===== config.mk =====
export PLATFORM = sky130hd
export DESIGN_NAME = home_status_reporter
export DESIGN_NICKNAME = d
export VERILOG_FILES = /design/src/rtl/home_status_reporter_pkg.sv /design/src/rtl/home_status_reporter_uart_tx_core.sv /design/src/rtl/home_status_reporter.sv
export SDC_FILE = /design/constraint.sdc
export NUM_CORES = 1
export LEC_CHECK = 0
export CORE_MARGIN = 8
export CORE_UTILIZATION = 60
export CTS_CLUSTER_DIAMETER = 40
export DETAILED_ROUTE_END_ITERATION = 10
export PLACE_DENSITY = 0.74
export SLEW_MARGIN = 20
export SYNTH_ARGS = -nofsm -noshare
export SYNTH_HDL_FRONTEND = slang
export SYNTH_SLANG_ARGS = --single-unit

===== constraint.sdc =====
create_clock -name clk -period 4 [get_ports clk]
set_input_delay 0.6 -clock clk [delete_from_list [all_inputs] [get_ports clk]]
set_output_delay 0.6 -clock clk [all_outputs]
set_load 0.1 [all_outputs]

===== src/rtl/home_status_reporter_pkg.sv =====
// home_status_reporter_pkg: report bytes, queue default and transmit FSM encodings.
// The PARITY state exists only when HOME_REPORTER_PARITY_EN is defined.
package home_status_reporter_pkg;

    localparam logic [7:0] REPORT_ALERT      = 8'hE1;
    localparam logic [7:0] REPORT_WARNING    = 8'hD1;
    localparam int         REPORT_FIFO_DEPTH = 8;

    typedef enum logic [2:0] {
        ST_IDLE   = 3'd0,
        ST_START  = 3'd1,
        ST_DATA   = 3'd2,
`ifdef HOME_REPORTER_PARITY_EN
        ST_PARITY = 3'd3,
`endif
        ST_STOP   = 3'd4
    } tx_state_t;

    function automatic int cnt_width(input int n);
        return (n > 1) ? $clog2(n) : 1;
    endfunction

endpackage


===== src/rtl/home_status_reporter_uart_tx_core.sv =====
// uart_tx_core: bit-period counter, shift register and frame FSM (8N1, or 8E1 when
// HOME_REPORTER_PARITY_EN is defined); ready is high in IDLE and on the last STOP cycle.
module uart_tx_core
    import home_status_reporter_pkg::*;
#(
    parameter int BIT_CYCLES = 10416
) (
    input  logic       clk,
    input  logic       reset,
    input  logic [7:0] data,
    input  logic       start,
    output logic       ready,
    output logic       tx
);

    localparam int CW = cnt_width(BIT_CYCLES);

    tx_state_t   state, next_state;
    logic [CW-1:0] cnt;
    logic [2:0]  idx;
    logic [7:0]  shreg;
    logic        bit_end, take;
`ifdef HOME_REPORTER_PARITY_EN
    logic        par;
`endif

    assign bit_end = cnt == CW'(BIT_CYCLES - 1);
    assign take    = start & ready;

    always_ff @(posedge clk) begin
        if (reset) begin
            state <= ST_IDLE;
            cnt   <= '0;
            idx   <= '0;
            shreg <= '0;
`ifdef HOME_REPORTER_PARITY_EN
            par   <= 1'b0;
`endif
        end else begin
            state <= next_state;
            cnt   <= (state == ST_IDLE || bit_end) ? '0 : cnt + CW'(1);
            if (take) begin
                shreg <= data;
                idx   <= '0;
`ifdef HOME_REPORTER_PARITY_EN
                par   <= ^data;
`endif
            end else if (state == ST_DATA && bit_end) begin
                shreg <= shreg >> 1;
                idx   <= idx + 3'd1;
            end
        end
    end

    always_comb begin
        next_state = state;
        case (state)
            ST_IDLE:   if (start) next_state = ST_START;
            ST_START:  if (bit_end) next_state = ST_DATA;
`ifdef HOME_REPORTER_PARITY_EN
            ST_DATA:   if (bit_end && idx == 3'd7) next_state = ST_PARITY;
            ST_PARITY: if (bit_end) next_state = ST_STOP;
`else
            ST_DATA:   if (bit_end && idx == 3'd7) next_state = ST_STOP;
`endif
            // Back-to-back frames: a queued byte skips IDLE entirely.
            ST_STOP:   if (bit_end) next_state = start ? ST_START : ST_IDLE;
            default:   next_state = ST_IDLE;
        endcase
    end

    always_comb begin
        ready = state == ST_IDLE || (state == ST_STOP && bit_end);
`ifdef HOME_REPORTER_PARITY_EN
        tx = state == ST_START  ? 1'b0 :
             state == ST_DATA   ? shreg[0] :
             state == ST_PARITY ? par : 1'b1;
`else
        tx = state == ST_START ? 1'b0 :
             state == ST_DATA  ? shreg[0] : 1'b1;
`endif
    end

endmodule


===== src/rtl/home_status_reporter.sv =====
// home_status_reporter: alert/warning edge detectors, priority writer and report FIFO feeding
// uart_tx_core; define HOME_REPORTER_PARITY_EN for 8E1 framing.
module home_status_reporter
    import home_status_reporter_pkg::*;
#(
    parameter int CLOCK_RATE = 100_000_000,
    parameter int BAUD_RATE  = 9600,
    parameter int FIFO_DEPTH = REPORT_FIFO_DEPTH
) (
    input  logic       clk,
    input  logic       reset,
    input  logic       alert_i,
    input  logic       warning_i,
    input  logic       ack_valid_i,
    input  logic [7:0] ack_byte_i,
    output logic       ack_ready_o,
    output logic       tx,
    output logic       busy_o
);

    localparam int AW = $clog2(FIFO_DEPTH);

    logic [7:0] mem [FIFO_DEPTH];
    logic [AW:0] wr_ptr, rd_ptr;
    logic [7:0] wr_data;
    logic alert_q, warning_q, pend_alert, pend_warn;
    logic alert_edge, warning_edge, empty, full, pop, push, can_write, core_ready, frame_active;

    assign alert_edge   = alert_i & ~alert_q;
    assign warning_edge = warning_i & ~warning_q;
    assign empty        = wr_ptr == rd_ptr;
    assign full         = (wr_ptr[AW] != rd_ptr[AW]) && (wr_ptr[AW-1:0] == rd_ptr[AW-1:0]);
    assign pop          = core_ready & ~empty;
    assign can_write    = ~full | pop;
    // Fresh edges count as pending so an ack offered alongside them queues behind the reports.
    assign ack_ready_o  = ~reset & can_write & ~pend_alert & ~pend_warn & ~alert_edge & ~warning_edge;
    assign push         = can_write & (pend_alert | pend_warn | ack_valid_i & ack_ready_o);
    assign wr_data      = pend_alert ? REPORT_ALERT : pend_warn ? REPORT_WARNING : ack_byte_i;
    assign busy_o       = frame_active | ~empty;

    always_ff @(posedge clk) begin
        if (reset) begin
            alert_q      <= alert_i;
            warning_q    <= warning_i;
            pend_alert   <= 1'b0;
            pend_warn    <= 1'b0;
            wr_ptr       <= '0;
            rd_ptr       <= '0;
            frame_active <= 1'b0;
        end else begin
            alert_q      <= alert_i;
            warning_q    <= warning_i;
            pend_alert   <= alert_edge | (pend_alert & ~can_write);
            pend_warn    <= warning_edge | (pend_warn & ~(can_write & ~pend_alert));
            if (push) wr_ptr <= wr_ptr + (AW+1)'(1);
            if (pop) rd_ptr <= rd_ptr + (AW+1)'(1);
            frame_active <= pop | (frame_active & ~core_ready);
        end
    end

    always_ff @(posedge clk) begin
        if (push) mem[wr_ptr[AW-1:0]] <= wr_data;
    end

    uart_tx_core #(
        .BIT_CYCLES(CLOCK_RATE / BAUD_RATE)
    ) u_core (
        .clk  (clk),
        .reset(reset),
        .data (mem[rd_ptr[AW-1:0]]),
        .start(pop),
        .ready(core_ready),
        .tx   (tx)
    );

endmodule


After elaboration in Yosys (flattened, before gate mapping):

Memory sizes are Yosys's and may differ from the RTL's. A register that Yosys moved wholly into a read port is not among the register bits.
Index checks and enable logic that the tools add are counted.

* $add $sub $neg: 4
* eq/ne operators: 12
* mux-type cells: 16
* bitwise operators: 34
* reduce and logical (&&, ||, !) cells: 11

Operators with widths (count)
* 8-bit two-way mux: 4
* 3-bit two-way mux: 6
* 1-bit bitwise AND: 15
* 14-bit by 1-bit adder with 14-bit output, second input constant: 1
* 14-bit equality test, second input constant: 1
* 1-bit NOT: 12
* 3-bit one-hot mux with 4 select lines: 1
* 4-bit by 1-bit adder with 4-bit output, second input constant: 2
* 1-bit OR: 7
* 3-bit equality test, second input constant: 2
* 2-bit by 1-bit != test with 1-bit output, second input constant: 3
* 1-bit two-way mux: 5
* 4-bit equality test: 1
* 1-bit logical AND: 4
* 4-bit AND reduction: 1
* 2-bit OR reduction: 2
* 3-bit by 1-bit adder with 3-bit output, second input constant: 1
* 3-bit by 1-bit equality test with 1-bit output, second input constant: 1
* 3-bit by 2-bit equality test with 1-bit output, second input constant: 1
* 3-bit equality test: 1
* 3-bit logical NOT: 1
* 1-bit logical OR: 2
* 2-bit != test, second input constant: 1
* 2-bit nonzero test: 1
* 1-bit != test: 1

* bits in registers: 41
* RAM bits: 64
* bits of input ports: 13
* output and inout bits: 3
* word-level logic and storage cells: 89
* memories kept: 1

Memories
* mem: words 8, width 8, rd ports 1, clocked after memory_dff 1, write ports 1, line home_status_reporter.sv:23 `logic [7:0] mem [FIFO_DEPTH];`

Longest topological paths before layout:

Gate-level depths: netlist of run 1.

* word-level depth: 15
* depth in mapped cells: 7
* mapped depth without buffers: 6

By module:

From an unflattened synthesis of run 1, not the netlist that was laid out.

* cell total of the unflattened synthesis: 347
* area, all modules: 4704.5 µm²

Modules (own cells, without submodules)
* home_status_reporter: times used 1, cells an instance 189, area an instance 3324.4 µm², seq. area each 2242.2 µm²
* uart_tx_core: times used 1, cells an instance 158, area an instance 1380.1 µm², seq. area each 560.5 µm²

Worst setup path after synthesis of run 1:

Ideal clock, no wire load.

* path kind: register to output
* start point: register u_core.cnt[6]
* end point: output port ack_ready_o
* arrival time: 2718 ps
* required time: 3400 ps
* slack: 682 ps
* cell stages (with the launch flop): 5
* buffers on the path: 0
* cells stage by stage: dfxtp_1 -> or4b_4 -> o41ai_2 -> a21oi_1 -> nor2_1

* cells in the longest elaborated chain, start to end: 10

Ends and longest elaborated chain
* from (decl): line home_status_reporter_uart_tx_core.sv:19 `logic [CW-1:0] cnt;`
* from (signal assigned): line home_status_reporter_uart_tx_core.sv:41 `cnt <= (state == ST_IDLE || bit_end) ? '0 : cnt + CW'(1);`
* 14-bit equality test: line home_status_reporter_uart_tx_core.sv:27 `assign bit_end = cnt == CW'(BIT_CYCLES - 1);`
* 1-bit logical AND: line home_status_reporter_uart_tx_core.sv:73 `ready = state == ST_IDLE || (state == ST_STOP && bit_end);`
* 1-bit logical OR: line home_status_reporter_uart_tx_core.sv:73
* 1-bit bitwise AND: line home_status_reporter.sv:33 `assign pop = core_ready & ~empty;`
* 1-bit OR: line home_status_reporter.sv:34 `assign can_write = ~full | pop;`
* 1-bit bitwise AND (5 in series): line home_status_reporter.sv:36 `assign ack_ready_o = ~reset & can_write & ~pend_alert & ~pend_warn & ~alert_edge & ~warning_edge;`
* to (decl): line home_status_reporter.sv:16 `output logic ack_ready_o,`

Every way passes these cells.

Final worst setup path of run 1:

* start point: register wr_ptr[1]
* end point: output port busy_o

* cells in the longest elaborated chain, start to end: 3

Ends and longest elaborated chain
* from (decl): line home_status_reporter.sv:24 `logic [AW:0] wr_ptr, rd_ptr;`
* from (signal assigned): line home_status_reporter.sv:55 `if (push) wr_ptr <= wr_ptr + (AW+1)'(1);`
* 4-bit equality test: line home_status_reporter.sv:31 `assign empty = wr_ptr == rd_ptr;`
* 1-bit NOT: line home_status_reporter.sv:39 `assign busy_o = frame_active | ~empty;`
* 1-bit OR: line home_status_reporter.sv:39
* to (decl): line home_status_reporter.sv:18 `output logic busy_o`

Every way passes these cells.

==> impl_metrics.toml, run 1 <==
[run_status]
status = "finished clean"

[synthesis]
synth_largest_area_cell = "edfxtp_1"
synth_enable_flop_cells = 64
ys_top_cells_by_count = "edfxtp_1 (64), dfxtp_1 (44), nor2_1 (32)"
synthTopCellsByArea = "edfxtp_1 (43%), dfxtp_1 (20%), mux4_2 (8.0%)"
synthCells = 330
syn_area_um2 = 4480
ys.flop_type = "edfxtp_1"
ys_seq_area_share_pct = 62.5
yosys.area.top_type_share_pct = 42.9
syn-num-nets = 348
async_flop_share_pct = 0
avgSynthCellArea_um2 = 13.6
ys_warn_count = 0
synth_seq_cells = 108
synth_most_common_cell = "edfxtp_1"
post_synth_num_cell_types = 49

[placed_design]
gp_congestion = 0.793
port_buffers = 15
hpwl_mm = 5.70

[pwr]
p_int_mw = 1.75
p_leak_nw = 1.62
p_per_area_nw_per_um2 = 516
combPwrFrac_pct = 22.2
swShare_pct = 31.6
power.net_switching_uw = 812
irDropWorstVdd_mv = 0.307
p_total_mw = 2.57
clkPwrFrac_pct = 25.0
p_seq_share_pct = 52.8

[cells_and_area]
antenna_cells = 0
fin_nets = 368
drive_gt1_share_pct = 15.8
syn_to_final_growth_pct = 10.9
fin_util_pct = 68.5

[detailed_routing]
viasPerCell = 5.79
drtIter0Drc = 156
drt_pass1_iterations = 4
via_count = 2628
routed_wl_mm = 8.13
postRouteAntennaNets = 0
drc = 0
wl_per_cell_um = 17.9

[die]
die_area_um2 = 10500
start_util_pct = 61.8
core_area_um2 = 7250
io_pins = 16
fp.dieW_um = 102
core.rowCount = 31
die_y_um = 102

[timing]
finalCriticalPeriod_ps = 3240
slew_headroom_pct = 35.6
tightest_slew_ps = 962
slew_violations = 0
skew_ps = 11.7
hold_slack_ps = 456
fin_setup_tns_ps = 0
grt_setup_unrepaired = "no"
hold_viol = 0
setup_viol_count_final = 0
period_share_pct = 80.9
fmax_ghz = 0.309

[clock_network]
htreeDepth = 3
cts.clk_slew.worst_paths_ps = 110
root_buffer = "clkbuf_8"
hold_buffers = 0
post-cts-setup-buffer-count = 0
post_cts_resized = 0
clock_path_buffers = 2
clock_latency_ps = 370
cts_made_buffers = 9
cts_tree = "built"
numClockSinks = 108

[global_route]
grt_max_degree = 31
antenna_found_initial = 0
grt_pass1_wl_mm = 13.3
grt_overflow = 0
grt.total_usage_pct = 17.1
grt_pass1_vias = 2623

[worst_hold_path]
hp-class = "flip-flop to flip-flop"

[critical_path]
cp.arrival_ps = 2640
rr_startpoint = "u_core.cnt[6]"
ff2ff_path_depth = 5
worst_setup_path_end_kind = "output pin"
rr_endpoint = "wr_ptr[3]"
critPathKind = "flip-flop to output pin"
required_ps = 3400
crit_start = "wr_ptr[1]"
r2r_setup_slack_ps = 1210
cp-start-kind = "flip-flop"
crit_end = "busy_o"
cp_max_fo = 11

[run]
max_cap_violations = 0
## registers in the layout (all words and copies together), names as in the netlist, named ones only
name and flops:
warning_q 1, u_core.state 3, alert_q 1, pend_alert 1
u_core.idx 3, wr_ptr 4, u_core.shreg 8, mem 64
u_core.cnt 14, pend_warn 1, rd_ptr 4
## how the worst min path moves through the flow
stage                     cells after the start  slack, ps          start            end
after detailed placement                      1        450  u_core.cnt[0]  u_core.cnt[0]
final                                         1        460  u_core.cnt[0]  u_core.cnt[0]
after global placement                        1        430  u_core.cnt[0]  u_core.cnt[0]
after global routing                          1        490  u_core.cnt[0]  u_core.cnt[0]
after floorplan                               1        410  u_core.cnt[0]  u_core.cnt[0]
after CTS                                     1        460  u_core.cnt[0]  u_core.cnt[0]
## per-layer routing
layer  GRT usage (%)  share of wire, %
met5               0                 0
met2            30.2                52
met4            6.43               1.7
met1            19.4                43
met3            4.50               3.0
## layout by cell type (no fill, tap or decap), types with 11 or more instances in the layout
| cell type | n |
|---|---|
| clkdlybuf4s50_1 | 14 |
| a21oi_1 | 17 |
| dfxtp_1 | 43 |
| mux2i_1 | 12 |
| mux4_2 | 16 |
| xnor2_1 | 11 |
| edfxtp_1 | 64 |
| buf_4 | 13 |
| nand3_1 | 16 |
| nor2_1 | 32 |
## power by group through the flow
stage,sequential [mW],combinational (mW),clock [mW]
6_report,1.35,0.570,0.642
5_1_grt,1.37,0.620,0.691
4_1_cts,1.36,0.574,0.653
3_5_place_dp,1.38,0.573,0
3_3_place_gp,1.38,0.560,0
2_1_floorplan,1.31,0.513,0
## logic make-up (layout without fill, tap and decap cells)
logic type	after synthesis	after routing	share of synthesized area [%]
AOI/OAI and AO/OA	36	36	5.44
xor gates and xnor gates	18	18	3.52
adders and majority gates	5	5	1.40
buffers and inverters	24	49	2.09
DFF	108	108	62.5
muxes	29	29	11.0
and+or+nand+nor	110	110	14.0
## final cells by class
type,instances,area [um2]
clock inverter,7,67.6
sequential,108,2800
clock buffer,9,124
fill,541,2280
inverter,6,22.5
timing repair buffer,27,238
tap,99,124
multi-input combinational,198,1590
## metrics by stage
stage                     std cells  worst slack, ps  instance area (um2)
after floorplan                 330              682                 4480
after global placement          438             1050                 4780
after detailed placement        438             1040                 4780
after CTS                       454              743                 4970
after global routing            454              636                 4970
final                           454              764                 4970
## worst max-delay path: stages (launching register included)
cell and delay [ps]:
dfxtp_1 560, xnor2_1 190, nand4_1 220, or2_2 330
clkdlybuf4s50_1 970
Note: power is estimated with default switching activity, not from simulation.
==> run 2, diff against run 1 <==
==> constraint.sdc (replaced) <==
create_clock -name clk -period 2.98 [get_ports clk]
set_input_delay 0.447 -clock clk [delete_from_list [all_inputs] [get_ports clk]]
set_output_delay 0.447 -clock clk [all_outputs]
set_load 0.1 [all_outputs]
==> impl_metrics.toml, run 2 (synthesis results as in run 1) <==
[clock_network]
cts_tree = "built"
cts_made_buffers = 9
root_buffer = "clkbuf_8"
clock_path_buffers = 2
clock_latency_ps = 380
cts.clk_slew.worst_paths_ps = 100
htreeDepth = 3
numClockSinks = 108
post-cts-setup-buffer-count = 0
hold_buffers = 0

[worst_hold_path]
min_to = "u_core.cnt[0]"
min_from = "u_core.cnt[0]"
whs_path_depth = 1
hp-class = "flip-flop to flip-flop"

[timing]
hold_viol = 0
fin_setup_tns_ps = 0
grt_setup_unrepaired = "no"
period_share_pct = 91.8
finalCriticalPeriod_ps = 2740
fmax_ghz = 0.366
tightest_slew_ps = 784
setup_viol_count_final = 0
slew_violations = 0
skew_ps = 14.5
slew_headroom_pct = 47.7
hold_slack_ps = 457

[critical_path]
critPathKind = "flip-flop to output pin"
cp_max_fo = 5
critPathSlowestCell = "or4b_4"
cp.arrival_ps = 2290
path_depth = 5
cp-start-kind = "flip-flop"
cpPeakStageDelay_ps = 590
ff2ff_path_depth = 6
rr_endpoint = "mem[3][5]"
worst_setup_path_end_kind = "output pin"
r2r_setup_slack_ps = 370
rr_startpoint = "u_core.cnt[6]"
required_ps = 2530
path_delay_family = "simple AND/OR/NAND/NOR gates"
crit_path_cell_trace = "or4b_4 > o41ai_4 > a21oi_1 > nor2_2 > buf_12"
crit_buf_inv = 1

[die]
fp.dieW_um = 102
core.rowCount = 31
io_pins = 16
die_area_um2 = 10500
die_y_um = 102
core_area_um2 = 7250
start_util_pct = 61.8

[cells_and_area]
largest_register_ffs = 64
layout_commonest_cell = "edfxtp_1"
final_cell_mix = "edfxtp_1 (64), dfxtp_1 (44), nor2_1 (31)"
drive_gt1_share_pct = 16.9
fin_util_pct = 69.0
fillCellCount = 528
syn_to_final_growth_pct = 11.7
fin_nets = 369
regArea_um2 = 2800
multiInputGateArea_um2 = 1610
antenna_cells = 0

[global_route]
antenna_found_initial = 0
grt_pass1_vias = 2582
grt_overflow = 0
grt_pass1_wl_mm = 13.1
grt.total_usage_pct = 17.0
grt_max_degree = 31

[pwr]
p_per_area_nw_per_um2 = 693
p_leak_nw = 1.64
irDropWorstVdd_mv = 0.403

[placed_design]
hpwl_mm = 5.54
gp_congestion = 0.752
port_buffers = 15

[detailed_routing]
viasPerCell = 5.75
drtIter0Drc = 111
drc = 0
postRouteAntennaNets = 0
wl_per_cell_um = 17.4
routed_wl_mm = 7.90
via_count = 2616
drt_pass1_iterations = 4

[run]
max_cap_violations = 0

[run_status]
status = "finished clean"
[run 2: area by class of cell]
type	count	share of cell area, %
clock buffer	9	2.47
sequential	108	56.0
tap	99	2.47
inverter	6	0.450
multi-input combinational	198	32.1
clock inverter	7	1.50
timing repair buffer	28	5.05
[run 2: per-layer routing]
layer  vias to the layer above  GRT usage (%)  routed length [um]
met1                      1279           21.7                3680
li1                       1283              -                   -
met3                         8           5.86                 305
met5                         -              0                   0
met2                        46           26.9                3850
met4                         0           4.40                  64
[run 2: worst max path at each step]
stage	slack (ps)	from	to
2_1_floorplan	170	u_core.state[1]	mem[0][0]
4_1_cts	150	u_core.cnt[6]	ack_ready_o
6_report	240	u_core.cnt[6]	ack_ready_o
5_1_grt	100	u_core.cnt[6]	ack_ready_o
3_3_place_gp	350	warning_i	mem[5][2]
3_5_place_dp	320	warning_i	mem[3][2]
[run 2: repair_timing]
action / 4_1_cts / 5_1_grt
hold endpoints to repair: 0 / 0
setup endpoints to repair: 0 / 1
gates resized for setup: 0 / 1
[run 2: worst register-to-register path, stage by stage (launching register included)]
cell	delay, ps
dfxtp_1	370
or4b_4	590
nor4_1	350
o31a_1	430
nand2_1	160
nor3b_1	200
buf_4	210
[run 2: per-stage QoR]
stage                     cell area [um2]  worst slack [ps]  power (mW)  std cells
final                                5010               245        3.47        455
after global routing                 5010              98.7        3.63        455
after CTS                            4990               151        3.50        455
after detailed placement             4800               325        2.65        439
after global placement               4800               351        2.63        439
after floorplan                      4480               169        2.44        330
[run 2: power by group]
| part | internal, mW | total (mW) | switching [mW] | leakage, nW |
|---|---|---|---|---|
| clock | 0.333 | 0.863 | 0.530 | 0.0985 |
| combinational | 0.351 | 0.840 | 0.490 | 0.605 |
| sequential | 1.69 | 1.76 | 0.0791 | 0.936 |
| total | 2.37 | 3.47 | 1.10 | 1.64 |
==> run 3, diff against run 2 <==
--- a/config.mk
+++ b/config.mk
@@ -6,10 +6,11 @@
 export NUM_CORES = 1
 export LEC_CHECK = 0
 export CORE_MARGIN = 8
-export CORE_UTILIZATION = 60
+export CORE_UTILIZATION = 50
 export CTS_CLUSTER_DIAMETER = 40
 export DETAILED_ROUTE_END_ITERATION = 10
-export PLACE_DENSITY = 0.74
+export PLACE_DENSITY = 0.63
+export SETUP_SLACK_MARGIN = 0.4
 export SLEW_MARGIN = 20
 export SYNTH_ARGS = -nofsm -noshare
 export SYNTH_HDL_FRONTEND = slang
==> impl_metrics.toml, run 3 (synthesis results as in run 1) <==
[run_status]
status = "finished clean"

[cells_and_area]
drive_gt1_share_pct = 20.4
fillCellCount = 711
fin_util_pct = 58.5
antenna_cells = 0
layout_commonest_cell = "edfxtp_1"
largest_register_ffs = 64
syn_to_final_growth_pct = 13.7
final_cell_mix = "edfxtp_1 (64), dfxtp_1 (42), nor2_1 (31)"
fin_nets = 375

[critical_path]
critPathKind = "flip-flop to output pin"
worst_setup_path_end_kind = "output pin"
cp-start-kind = "flip-flop"
required_ps = 2530
cp_max_fo = 4
cp.arrival_ps = 2060

[clock_network]
cts.clk_slew.worst_paths_ps = 100
htreeDepth = 3
root_buffer = "clkbuf_8"
cts_made_buffers = 9
clock_path_buffers = 2
clock_latency_ps = 360
cts_tree = "built"
numClockSinks = 108
hold_buffers = 0

[die]
core_area_um2 = 8720
die_y_um = 111
core.rowCount = 34
io_pins = 16
start_util_pct = 51.4
fp.dieW_um = 111
die_area_um2 = 12200

[worst_hold_path]
hp-class = "flip-flop to flip-flop"

[timing]
slew_headroom_pct = 51.3
fin_setup_tns_ps = 0
finalCriticalPeriod_ps = 2510
period_share_pct = 84.2
fmax_ghz = 0.399
hold_viol = 0
slew_violations = 0
skew_ps = 8.77
setup_viol_count_final = 0
grt_setup_unrepaired = "yes"
tightest_slew_ps = 729

[placed_design]
gp_congestion = 0.734
port_buffers = 15
hpwl_mm = 6.16

[global_route]
grt_use_met1_pct = 20.5
grt_pass1_wl_mm = 14.2
grt_pass1_vias = 2564
grt_use_met2_pct = 21.3
grt_overflow = 0
grt_use_met3_pct = 4.33
grt.total_usage_pct = 14.7
antenna_found_initial = 0
busiest_layer = "met2"
grt_max_degree = 31

[pwr]
p_per_area_nw_per_um2 = 680
p_total_mw = 3.47
p_leak_nw = 1.67
irDropWorstVdd_mv = 0.377

[detailed_routing]
viasPerCell = 5.67
drtIter0Drc = 192
routed_wl_mm = 8.91
via_count = 2663
wl_per_cell_um = 19.0
drc = 0
postRouteAntennaNets = 0
drt_pass1_iterations = 4

[run]
max_cap_violations = 0
run 3: changes by cell type in the layout (fill, tap and decap cells not counted), moves of 2 or more:
| cell | before | now |
|---|---|---|
| buf_4 | 15 | 21 |
| nor4bb_1 | 2 | 0 |
| nor3b_2 | 0 | 2 |
| nor3b_1 | 2 | 0 |
| dfxtp_1 | 44 | 42 |
| inv_4 | 0 | 2 |
| nor4bb_2 | 0 | 2 |
| inv_8 | 3 | 1 |
run 3: worst max-delay path, stage by stage (launching register included):
cell and delay [ps]:
dfxtp_4 360, or4b_4 570, o41ai_4 290, a21oi_2 130, nor2_2 160, buf_12 190
run 3: routing by layer:
layer  vias to the layer above  share of wire [%]
li1                       1291                  -
met1                      1313                 49
met2                        47                 45
met3                        12                4.6
met4                         0                2.0
met5                         -                  0
run 3: power breakdown:
| part | switching (mW) | total (mW) | internal, mW |
|---|---|---|---|
| Sequential | 0.0812 | 1.77 | 1.68 |
| Clock | 0.490 | 0.855 | 0.366 |
| Combinational | 0.492 | 0.846 | 0.354 |
run 3: path summary, 6_finish.rpt:
| check | start | endpoint | slack, ps | cells past startpoint |
|---|---|---|---|---|
| setup / recovery | u_core.cnt[6] | ack_ready_o | 470 | 5 |
| hold / removal | u_core.cnt[0] | u_core.cnt[0] | 450 | 1 |
| setup reg to reg | u_core.cnt[6] | flip-flop | 580 | 7 |
| hold reg to reg | u_core.cnt[0] | u_core.cnt[0] | 450 | 1 |
run 3: final cells by class:
class / count / area [um2] / share of cell area [%]
multi-input combinational: 198 / 1640 / 32.2
tap: 108 / 135 / 2.65
clock inverter: 5 / 40.0 / 0.785
inverter: 6 / 22.5 / 0.442
timing repair buffer: 34 / 298 / 5.84
clock buffer: 11 / 153 / 2.99
sequential: 108 / 2810 / 55.1
run 3: timing repair:
| item | 4_1_cts | 5_1_grt |
|---|---|---|
| gates resized for setup | 2 | 5 |
| hold endpoints to repair | 0 | 0 |
| pin swaps | 1 | 1 |
| setup endpoints to repair | 1 | 51 |
| buffers inserted | 1 | 2 |
run 3: metrics by stage:
stage / setup slack [ps] / hold slack (ps) / std cells / area, um2
2_1_floorplan: 263 / 413 / 330 / 4510
3_3_place_gp: 391 / 432 / 451 / 4850
3_5_place_dp: 399 / 431 / 451 / 4850
4_1_cts: 432 / 450 / 468 / 5070
5_1_grt: 369 / 477 / 470 / 5100
6_report: 471 / 452 / 470 / 5100
